## config.mk

```make
export PLATFORM = sky130hd
export DESIGN_NAME = dmem_arbiter
export DESIGN_NICKNAME = d
export VERILOG_FILES = /design/src/rtl/dmem_arbiter_pkg.sv /design/src/rtl/dmem_arbiter.sv
export SDC_FILE = /design/constraint.sdc
export NUM_CORES = 1
export LEC_CHECK = 0
export CORE_AREA = 8 8 113 115
export CTS_BUF_LIST = sky130_fd_sc_hd__clkbuf_4
export CTS_CLUSTER_DIAMETER = 120
export CTS_CLUSTER_SIZE = 40
export DETAILED_ROUTE_END_ITERATION = 6
export DIE_AREA = 0 0 121 123
export PLACE_DENSITY = 0.72
export SLEW_MARGIN = 10
export SYNTH_ARGS = -nofsm -noshare
export SYNTH_HDL_FRONTEND = slang
export SYNTH_SLANG_ARGS = --single-unit
```

## constraint.sdc

```tcl
create_clock -name clk -period 2.4 [get_ports clk]
set_clock_uncertainty 0.1 [all_clocks]
set_input_delay 0.36 -clock clk [delete_from_list [all_inputs] [get_ports clk]]
set_output_delay 0.36 -clock clk [all_outputs]
set_load 0.005 [all_outputs]
```

## src/rtl/dmem_arbiter_pkg.sv

```systemverilog
// Shared types and defaults for the data-memory arbiter between the CPU EX stage and the debug/loader port.
package dmem_arbiter_pkg;

    localparam int unsigned ARB_STARVE_LIMIT_DEF = 8;
    localparam int unsigned ARB_CNT_W_DEF        = 8;
    localparam int unsigned DMEM_LANES           = 4;
    localparam int unsigned DMEM_DATA_W          = 32;

    typedef enum logic {
        ARB_IDLE = 1'b0,
        ARB_RESP = 1'b1
    } arb_state_e;

    // Write payload shared by both requesters and the dmem side.
    typedef struct packed {
        logic [DMEM_LANES-1:0]  we;
        logic [DMEM_DATA_W-1:0] data;
    } dmem_wr_t;

endpackage

```

## src/rtl/dmem_arbiter.sv

```systemverilog
// Fixed-priority dmem arbiter: CPU first, debug port in CPU-idle cycles,
// with a starvation counter that forces a one-cycle debug grant and stalls the CPU.
module dmem_arbiter
    import dmem_arbiter_pkg::*;
#(
    parameter int unsigned ADDR_W       = 32,
    parameter int unsigned STARVE_LIMIT = ARB_STARVE_LIMIT_DEF,
    parameter int unsigned CNT_W        = ARB_CNT_W_DEF
) (
    input  logic              clk,
    input  logic              rst_n,
    input  logic              cpu_access,
    input  logic [3:0]        cpu_we,
    input  logic [ADDR_W-1:0] cpu_addr,
    input  logic [31:0]       cpu_wr_data,
    output logic              cpu_stall,
    output logic [31:0]       cpu_rd_data,
    input  logic              dbg_req,
    input  logic [3:0]        dbg_we,
    input  logic [ADDR_W-1:0] dbg_addr,
    input  logic [31:0]       dbg_wr_data,
    output logic              dbg_gnt,
    output logic              dbg_rd_valid,
    output logic [31:0]       dbg_rd_data,
    output logic [3:0]        mem_we,
    output logic [ADDR_W-1:0] mem_addr,
    output logic [31:0]       mem_wr_data,
    input  logic [31:0]       mem_rd_data
);

    arb_state_e       r_state;
    arb_state_e       w_state_nxt;
    logic [CNT_W-1:0] r_cnt;
    logic [CNT_W-1:0] w_cnt_nxt;
    logic [31:0]      r_rd_data;
    logic             w_limit_hit;
    logic             w_grant;
    dmem_wr_t         w_cpu_wr;
    dmem_wr_t         w_dbg_wr;
    dmem_wr_t         w_mem_wr;

    assign w_limit_hit = (r_cnt >= CNT_W'(STARVE_LIMIT));
    assign w_grant     = dbg_req && (r_state == ARB_IDLE) && (!cpu_access || w_limit_hit);

    // Next state and starvation counter.
    always_comb begin
        w_state_nxt = r_state;
        w_cnt_nxt   = '0;
        case (r_state)
            ARB_IDLE: if (w_grant && (dbg_we == 4'b0000)) w_state_nxt = ARB_RESP;
            ARB_RESP: w_state_nxt = ARB_IDLE;
            default:  w_state_nxt = ARB_IDLE;
        endcase
        if (dbg_req && !w_grant) begin
            w_cnt_nxt = w_limit_hit ? CNT_W'(STARVE_LIMIT) : r_cnt + CNT_W'(1);
        end
    end

    always_ff @(posedge clk or negedge rst_n) begin
        if (!rst_n) begin
            r_state   <= ARB_IDLE;
            r_cnt     <= '0;
            r_rd_data <= '0;
        end else begin
            r_state <= w_state_nxt;
            r_cnt   <= w_cnt_nxt;
            if (r_state == ARB_RESP) r_rd_data <= mem_rd_data;
        end
    end

    // Memory-side steering; an idle CPU never writes.
    always_comb begin
        w_cpu_wr.we   = cpu_access ? cpu_we : 4'b0000;
        w_cpu_wr.data = cpu_wr_data;
        w_dbg_wr.we   = dbg_we;
        w_dbg_wr.data = dbg_wr_data;
        w_mem_wr      = w_grant ? w_dbg_wr : w_cpu_wr;
        mem_addr      = w_grant ? dbg_addr : cpu_addr;
        mem_we        = w_mem_wr.we;
        mem_wr_data   = w_mem_wr.data;
        dbg_gnt       = w_grant;
        cpu_stall     = w_grant && cpu_access;
    end

    // Read data arrives during RESP (1-cycle dmem latency) and is held afterwards.
    assign dbg_rd_valid = (r_state == ARB_RESP);
    assign dbg_rd_data  = dbg_rd_valid ? mem_rd_data : r_rd_data;
    assign cpu_rd_data  = mem_rd_data;

endmodule

```

==> results by group <==
Status
  • Status: finished clean

Global route
  • Pin count of the biggest net entering global routing: 42
  • Global-route wire length before repair: 19,900 µm
  • Vias in the first global route: approximately 3,200
  • Total global routing overflow: 0
  • Initial antenna violation count: 1
  • GRT Total Usage: 0.176

Drt
  • DR pass1 iterations: 6
  • Detailed Route Iter0 Violations: 82
  • Via density: ~4.3
  • Vias: 2,791
  • Remaining DRCs: 0
  • Total Wirelength: 14,400 µm
  • DRT antenna net count: 0
  • Drt wl/cell: 22.4 µm

Worst setup path
  • Critical Path Start: dbg_rd_valid
  • Worst r2r path cells: 4
  • Critical Path Source Type: flop
  • Register-to-register setup slack: between 1 and 1.5 ns
  • Crit path capture type: output pin
  • Req. time, crit path: 1.94 ns
  • Worst-path cell chain: nand2b_4 > a31oi_4 > buf_6 > buf_12 > mux2_2 > buf_2
  • Worst r2r dst: r_cnt[3]
  • Crit Path Category: flop to output pin
  • CP max stage cell: dfrtp_1
  • Crit-path max FO: 6
  • Critical path data arrival time: around 1.9 ns
  • Worst r2r src: r_cnt[6]
  • Slowest Stage Delay on Critical Path: about 0.41 ns
  • Setup crit end: mem_addr[10]

Power and ir drop
  • Tot Pwr: 0.00244 W
  • VDD IR-drop max: approximately 320 µV
  • Leak: ~2.5 nW
  • Cell area power density: roughly 420 nW/µm²

Yosys
  • Mapped Cells: 208
  • Most area-hungry cell type in the Yosys netlist: mux2_2
  • Area contributors post-synth: mux2_2 (41%), dfrtp_1 (38%), buf_4 (9.0%)
  • Yosys top cell area share: 0.405
  • Library cells used by synthesis: 23
  • Ys Warns: 0
  • Count of state elements after synthesis: 41
  • Mean Syn Cell Area: 12.8 µm²
  • Register area share after synthesis: 0.385
  • Synthesized area: approximately 2700 µm²

Timing
  • Tcrit/Tclk final: 0.977
  • Fmax: between 400 and 500 MHz
  • Pins Over Slew Limit: 0
  • Final setup fails: 0
  • Final min period: roughly 2.3 ns
  • Final Hold Vio Count: 0
  • RSZ-0062 raised after global routing: true
  • Worst-Margin Slew: approximately 0.9 ns
  • Slew Limit Headroom: 0.395

Place
  • Final GP Congestion: 0.934
  • Cells after DPL: 623
  • I/O Buffers: just over 300
  • HPWL after DPL: ~12,000 µm

Clocking
  • Root buf cell: clkbuf_4
  • CTS buffer count: 5
  • Sinks on Clock Net: 41
  • Clock slew at reported path FFs: 0.12 ns
  • H-tree levels: 2
  • CTS tree: built
  • Max Buffers Root-to-Sink: 2
  • Clk_lat worst skew: between 0.3 and 0.4 ns
  • Cts-stage hold buffer count: 0

Die
  • Die Wd: about 120 µm
  • Core ar.: 11,100 µm²
  • I/O pins: 307
  • Die area: between 10,000 and 15,000 µm²
  • Cell row count: 39
  • Die height: about 120 µm
  • Initial Util: 0.241

Cells and area
  • Fillers: ~1,000
  • Final Util: 0.527
  • Finished Layout Cells: 642
  • Final net count: about 670
  • Register area: 1030 µm²
  • Area Overhead vs Synth: 119%
  • Share of cells above drive strength 1: 0.386
  • Area of the multi-input gates: 1370 µm²

Job
  • Max-cap violations: 0

Worst hold path
  • Tightest Hold Check Type: primary input to asynchronous set/reset pin
## registers in the layout (all words and copies together), names as in the netlist
signal        cells
dbg_rd_valid      1
r_cnt             8
r_rd_data        32
## worst min-delay path by stage
stage | end | slack, ns | cells past startpoint
2_1_floorplan | dbg_rd_valid | -0.04 | 0
3_3_place_gp | r_cnt[0] | 0.37 | 1
3_5_place_dp | r_cnt[0] | 0.37 | 1
4_1_cts | r_rd_data[31] | 0.06 | 1
5_1_grt | r_rd_data[10] | 0.09 | 1
6_report | r_rd_data[8] | 0.04 | 1
## Yosys cell counts
cell       instances
a21o_1             1
a31oi_4            1
a32o_1             4
and2_1             1
and3_1             1
buf_2              4
buf_4             32
buf_6              7
clkbuf_1           1
conb_1             1
dfrtp_1           41
ha_1               2
inv_1              3
mux2_2            96
nand2b_4           1
nand3_1            2
nor2_1             4
nor3_1             1
nor3_4             1
o2111ai_1          1
o211a_1            1
or4_1              1
xnor2_1            1
## metrics by stage
step	area [µm²]	TNS, ns	worst slack (ns)	hold slack, ns
6_report	5840	0	0.0564	0.0431
5_1_grt	5840	-0.118	-0.0184	0.0894
4_1_cts	5790	-0.373	-0.0241	0.0587
3_5_place_dp	5650	-24.79	-0.418	0.373
3_3_place_gp	5650	-22.50	-0.385	0.369
2_1_floorplan	2680	0	0.459	-0.0356
## cells by family (layout without fill, tap and decap cells)
kind of cell	Yosys count	after routing	synth area share
compound gates	8	8	0.0329
xor+xnor	1	1	0.00329
fa+ha+maj	2	2	0.00938
buf+inv	47	334	0.133
flops	41	41	0.385
mux	96	96	0.405
other cells	1	5	0.00141
simple gates	12	12	0.0300
## layer usage
layer  global-route usage  up-vias  share of wire
met5                    0        -              0
met4               0.0827        0          0.038
li1                     -     1286              -
met3               0.0753       25           0.11
met2                0.306      178           0.48
met1                0.182     1302           0.37
## worst max-delay path, delay by kind of cell (launching register included)
| family | cells | cell delay, ns |
|---|---|---|
| DFF | 1 | 0.41 |
| AOI/OAI and AO/OA | 1 | 0.20 |
| muxes | 1 | 0.34 |
| and+or+nand+nor | 1 | 0.16 |
| buffers and inverters | 3 | 0.44 |
## power by group
part / total, W / internal (W) / leakage, nW / switching [W]
logic: 0.00128 / 0.000874 / 1.97 / 0.000402
registers: 0.000853 / 0.000820 / 0.510 / 0.0000323
clock network: 0.000315 / 0.000106 / 0.0247 / 0.000210
## cell type report
class	count	share of cell area
diodes	1	0.000428
multi-input cells	123	0.234
clock inverters	2	0.00193
repair buffers	324	0.549
flip-flops and latches	41	0.176
inverters	3	0.00193
clock buffers	5	0.00643
well taps	143	0.0306
## repair_timing
| action | CTS | global route |
|---|---|---|
| cloned | 4 | 3 |
| gates resized for setup | 304 | 30 |
| endpoints found under the setup margin | 102 | 97 |
| pin swaps | 2 | 2 |
| setup buffers | 7 | 1 |
## cell usage in the layout (no fill, tap or decap), types with 2 or more instances in the layout
cell type / synthesis / routed
buf_12: 0 / 4
clkbuf_2: 0 / 7
dfrtp_1: 41 / 41
inv_1: 3 / 3
buf_4: 32 / 5
ha_1: 2 / 2
dlygate4sd2_1: 0 / 2
buf_2: 4 / 31
clkdlybuf4s50_1: 0 / 233
a32o_1: 4 / 4
clkbuf_4: 0 / 5
buf_16: 0 / 2
nor2_1: 4 / 4
clkbuf_16: 0 / 3
nand3_1: 2 / 2
mux2_4: 0 / 18
conb_1: 1 / 4
buf_6: 7 / 34
mux2_2: 96 / 78
(Power assumes the default switching activity.)
==> RTL edit 1 (same settings) <==
Change the parameter `ADDR_W` from 32 to 36.
--- a/src/rtl/dmem_arbiter.sv
+++ b/src/rtl/dmem_arbiter.sv
@@ -3,7 +3,7 @@
 module dmem_arbiter
     import dmem_arbiter_pkg::*;
 #(
-    parameter int unsigned ADDR_W       = 32,
+    parameter int unsigned ADDR_W       = 36,
     parameter int unsigned STARVE_LIMIT = ARB_STARVE_LIMIT_DEF,
     parameter int unsigned CNT_W        = ARB_CNT_W_DEF
 ) (
Interface: changed (resized cpu_addr, dbg_addr and mem_addr); port bits go from 307 to 319. The function was not compared with the original's and may differ.
==> RTL edit 1 against the unedited design <==
The run now ends with setup timing left; core utilization is 4.7 points higher; final cell count is 5.0% higher; sequential share of layout area is 1.4 points lower; sequential cell count stayed put; worst setup slack worse by 0.16 ns; worst hold slack worse by 0.0066 ns; cell area is 8.8% higher; routed wire length is 10% higher; area after synthesis is 9.7% higher; power is 6.3% higher; sequential power hardly changed; largest cell class unchanged.
==> RTL edit 1: results (changes against the unedited design) <==
Place
The total instance count after detailed placement is 651 (was 623). The final weighted congestion in routability-driven placement is 0.921 (was 0.934). The worst slack after detailed placement is -0.398 ns (was -0.418 ns). The port buffer count is 318 (was 306). The instance area at placement is 0.00613 mm2 (was 0.00565 mm2). The HPWL after detailed placement was 13300 um (was 11600 um).

Setup path
In this design, the stage delay of the slowest critical-path cell is 0.42 ns. The launch point of the worst reg-to-reg path is r_cnt[6] (unchanged). The count of cells along the worst register-to-register path is 4 (unchanged).

The arrival time of data at the critical path endpoint is 2.04 ns (was 1.88 ns). The first element of the critical path is r_cnt[6] (was dbg_rd_valid). The endpoint of the worst setup timing path is mem_addr[6] (was mem_addr[10]).

The cell with the biggest individual delay on the critical path was sky130_fd_sc_hd__dfrtp_1 (unchanged).

Logic synthesis
The synthesized-area fraction occupied by adder cells is 0.855% (was 0.939%). The top flip-flop cell by instance count after synthesis is sky130_fd_sc_hd__dfrtp_1 (unchanged). Most frequent cells after synthesis: sky130_fd_sc_hd__mux2_4, sky130_fd_sc_hd__mux2_2, sky130_fd_sc_hd__dfrtp_1, sky130_fd_sc_hd__buf_4 (was sky130_fd_sc_hd__mux2_2, sky130_fd_sc_hd__dfrtp_1, sky130_fd_sc_hd__buf_4, sky130_fd_sc_hd__buf_6). The compound-cell area share of the yosys netlist is 2.69% (was 3.28%). Top cells by area, synth: sky130_fd_sc_hd__dfrtp_1, sky130_fd_sc_hd__mux2_4, sky130_fd_sc_hd__mux2_2 (was sky130_fd_sc_hd__mux2_2, sky130_fd_sc_hd__dfrtp_1, sky130_fd_sc_hd__buf_4). The mean cell area of the mapped netlist was 13.8 um2 (was 12.8 um2).

The distinct cell type count of the synthesized netlist is 24 (was 23). The multiplexer share of the synthesized area is 45.4% (was 40.5%). The XOR/XNOR share of the synthesized area is 0.299% (was 0.328%).

Global route
The initial antenna violation count is 3 (was 1). The met3 track utilization from global routing is 9.59% (was 7.53%). The met1 track utilization from global routing is 21.4% (was 18.2%). The number of global-route vias before repair came to 3238 (was 3182). The overall track demand over capacity in global routing is 19.7% (was 17.6%). The wire length of the first global-routing pass is 21700 um (was 19900 um). The met2 usage was 33.1% (was 30.6%).

Cells and area
The register containing the most flip-flops in the final layout is r_rd_data (unchanged). The diode insertion count for antenna repair is 0 (was 1). The share of layout cells above drive strength 1 was 40.9% (was 38.6%).

The net total in the final layout is 713 (was 672).

Route
The detailed-route wire length per cell came to 23.5 um (was 22.4 um). The detailed-route via count is 2953 (was 2791). The first-iteration detailed-routing DRC count is 66 (was 82).

The number of search-and-repair iterations in the first detailed-routing pass is 4 (was 6).

Timing
The setup TNS after final layout is -0.742 ns (was 0 ns). The slack of the critical path is -0.102 ns (was 0.0564 ns). The final setup violation count is 24 (was 0). The transition at the pin with the smallest max-transition slack was 0.928 ns (was 0.908 ns).

Power
The largest vdd supply drop came to 0.000317 V (was 0.000320 V). The static leakage is 2.91 nW (was 2.51 nW).

Clock network
The clock transition at the registers of the reported paths is 0.13 ns.

Status
Status: finished, violations left (was complete, no violations). The final reports fail on setup timing.
-- RTL edit 1: cell count changes in the layout (fill, tap and decap cells not counted), sizes merged --
cell	change
diode	-1
dlymetal6s2s	+4
clkbuf	+9
clkdlybuf4s50	+5
buf	+12
mux2	+4
clkinvlp	-1
-- RTL edit 1: worst max-delay path: cells and delay by family, from the launching register on --
kind	cells	cell delay, ns
AOI/OAI and AO/OA	1	0.12
buffers and inverters	5	0.62
DFF	1	0.42
muxes	1	0.30
and+or+nand+nor	1	0.24
-- RTL edit 1: report_power, final --
group | internal, mW | leakage (nW) | total, mW | switching, mW
Clock | 0.123 | 0.0317 | 0.349 | 0.226
Sequential | 0.820 | 0.510 | 0.855 | 0.0343
Combinational | 0.961 | 2.37 | 1.39 | 0.433
-- RTL edit 1: repair_timing --
item | CTS | global route
pin swaps | 1 | 2
gates cloned | 0 | 2
buffers inserted | 12 | 4
endpoints found under the setup margin | 106 | 92
gates resized for setup | 290 | 64
-- RTL edit 1: cells by family (layout without fill, tap and decap cells) --
group                      count (synthesis)  in the layout
buffers and inverters                     47            363
xor gates and xnor gates                   1              1
adders and majority gates                  2              2
DFF                                       41             41
other                                      1              4
muxes                                    100            100
AOI/OAI and AO/OA                          8              8
and+or+nand+nor                           12             12
-- RTL edit 1: worst min-delay path by stage --
stage	end	slack [ns]	depth (start not counted)
2_1_floorplan	dbg_rd_valid	-0.04	0
3_3_place_gp	r_cnt[0]	0.37	1
3_5_place_dp	r_rd_data[26]	0.38	1
4_1_cts	r_rd_data[1]	0.04	1
5_1_grt	r_rd_data[8]	0.11	1
6_report	r_rd_data[1]	0.04	1
-- RTL edit 1: final cells by class --
type	count	area, um2
fill	959	4720
clock buffer	6	45.0
clock inverter	1	8.76
sequential	41	1030
inverter	3	11.3
tap	143	179
multi-input combinational	127	1580
timing repair buffer	353	3510
-- RTL edit 1: layer usage --
metal / part of all wire [%] / wire length [um]
met2: 48 / 7660
met1: 37 / 5890
met3: 12 / 1930
met4: 2.0 / 315
met5: 0.27 / 43
==> RTL edit 2 (same flow settings) <==
Made on the original files. Register the output `dbg_rd_data`; this adds one clock of latency there. The other outputs are not delayed to match.
--- a/src/rtl/dmem_arbiter.sv
+++ b/src/rtl/dmem_arbiter.sv
@@ -84,7 +84,9 @@
 
     // Read data arrives during RESP (1-cycle dmem latency) and is held afterwards.
     assign dbg_rd_valid = (r_state == ARB_RESP);
-    assign dbg_rd_data  = dbg_rd_valid ? mem_rd_data : r_rd_data;
+    always_ff @(posedge clk) begin
+        dbg_rd_data <= dbg_rd_valid ? mem_rd_data : r_rd_data;
+    end
     assign cpu_rd_data  = mem_rd_data;
 
 endmodule
Function: changed (Yosys sat finds a counterexample within 4 cycles, from zero or initial values and one cycle with rst_n low).
==> RTL edit 2 against the unedited design <==
The flow now finishes with violations (setup timing); final cell count rose by 7.9%; sequential cell count rose by 32; routed wire length rose by 11%; critical path type is now input port to output port; clock power rose by 130%; area after synthesis rose by 24%; die area did not move; cell area rose by 17%; power rose by 49%; sequential share of layout area rose by 6.7 points; worst setup slack got worse by 0.16 ns; count of clock-buffer cells in the layout rose by 4.
==> RTL edit 2: results (changes against the unedited design) <==
Status
Status: finished, violations left (was complete, no violations). The final reports fail on setup timing.

Place
The worst slack after detailed placement is -0.415 ns (was -0.418 ns). The total instance count after detailed placement is 657 (was 623). The final weighted congestion in routability-driven placement is 0.870 (was 0.934).

The HPWL after detailed placement came to 12400 um (was 11600 um). The instance area at placement was 0.00629 mm2 (was 0.00565 mm2).

Route
The detailed-route via count is 3088 (was 2791). The number of search-and-repair iterations in the first detailed-routing pass is 4 (was 6). The detailed-route wire length per cell is 23.1 um (was 22.4 um). The first-iteration detailed-routing DRC count is 113 (was 82).

Cells and area
The number of standard cells in the layout, taps in and fillers out came to 693 (was 642). The diode insertion count for antenna repair is 0 (was 1).

Logic synthesis
The number of cells produced by synthesis is 240 (was 208). The share of synthesized registers carrying an async set or reset was 56.2% (was 100%). The synthesized-area fraction occupied by adder cells is 0.757% (was 0.939%). Top cells by area, synth: sky130_fd_sc_hd__mux2_2, sky130_fd_sc_hd__dfrtp_1, sky130_fd_sc_hd__dfxtp_1 (was sky130_fd_sc_hd__mux2_2, sky130_fd_sc_hd__dfrtp_1, sky130_fd_sc_hd__buf_4). Most frequent cells after synthesis: sky130_fd_sc_hd__mux2_2, sky130_fd_sc_hd__dfrtp_1, sky130_fd_sc_hd__buf_4, sky130_fd_sc_hd__dfxtp_1, sky130_fd_sc_hd__buf_6 (was sky130_fd_sc_hd__mux2_2, sky130_fd_sc_hd__dfrtp_1, sky130_fd_sc_hd__buf_4, sky130_fd_sc_hd__buf_6). The distinct cell type count of the synthesized netlist is 24 (was 23). The XOR/XNOR share of the synthesized area came to 0.265% (was 0.328%).

Timing
The slack of the critical path came to -0.0990 ns (was 0.0564 ns). The final setup violation count was 57 (was 0). The transition at the pin with the smallest max-transition slack is 0.534 ns (was 0.908 ns). The setup TNS after final layout is -3.57 ns (was 0 ns).

Min path
The class of the worst hold path is flip-flop to flip-flop (was input port to async pin).

Setup path
The first element of the critical path is dbg_req (was dbg_rd_valid). The largest fanout on the critical path is 4 (was 6). The cell with the biggest individual delay on the critical path is sky130_fd_sc_hd__clkdlybuf4s50_1 (was sky130_fd_sc_hd__dfrtp_1).

Clock network
The clock latency of the later-clocked register in the worst-skew pair is 0.41 ns (was 0.32 ns).

Global route
The number of global-route vias before repair is 3365 (was 3182). The wire length of the first global-routing pass was 22100 um (was 19900 um). The overall track demand over capacity in global routing is 20.1% (was 17.6%).

Power
The largest vdd supply drop is 0.000416 V (was 0.000320 V).
==> RTL edit 2: cell types whose count changed in the layout (fill, tap and decap cells not counted), sizes merged <==
cell and change:
dlymetal6s2s -1, clkdlybuf4s50 +2, clkinvlp +2, clkdlybuf4s15 -1
clkinv +1, dfxtp +32, diode -1, bufinv +1
dlygate4sd2 -1, dlygate4sd3 +1, inv +1, buf +19
clkbuf -4
==> RTL edit 2: power breakdown <==
part           leakage, nW  internal (mW)  switching [mW]
Combinational         2.09          0.940           0.421
Clock               0.0636          0.313           0.424
Sequential           0.779           1.49          0.0665
==> RTL edit 2: repair_timing <==
item / CTS / global route
gates cloned: 7 / 2
hold buffers: 1 / 0
buffers inserted: 12 / 2
hold endpoints to repair: 41 / 0
pin swaps: 2 / 2
gates resized for setup: 336 / 30
endpoints found under the setup margin: 69 / 71
==> RTL edit 2: path summary, 6_finish.rpt <==
| path | end | slack (ns) | depth (start not counted) |
|---|---|---|---|
| setup reg to reg | r_rd_data[7] | 0.97 | 2 |
| max in group asynchronous | dbg_rd_valid | 1.37 | 3 |
| setup / recovery | mem_wr_data[21] | -0.1 | 8 |
| min in group asynchronous | r_rd_data[18] | 0.44 | 3 |
| hold / removal | dbg_rd_data[31] | 0.40 | 1 |
| hold reg to reg | dbg_rd_data[31] | 0.40 | 1 |
==> RTL edit 2: cell type report <==
class | instances | area [um2]
multi-input combinational | 123 | 1360
inverter | 3 | 11.3
timing repair buffer | 335 | 3510
fill | 865 | 4220
tap | 143 | 179
sequential | 73 | 1670
clock buffer | 9 | 67.6
clock inverter | 7 | 68.8
==> RTL edit 2: metal layers <==
layer	part of all wire, %	track usage (%)
met1	35	20.3
met2	52	36.1
met3	9.0	8.31
met4	3.4	8.27
met5	0.23	0
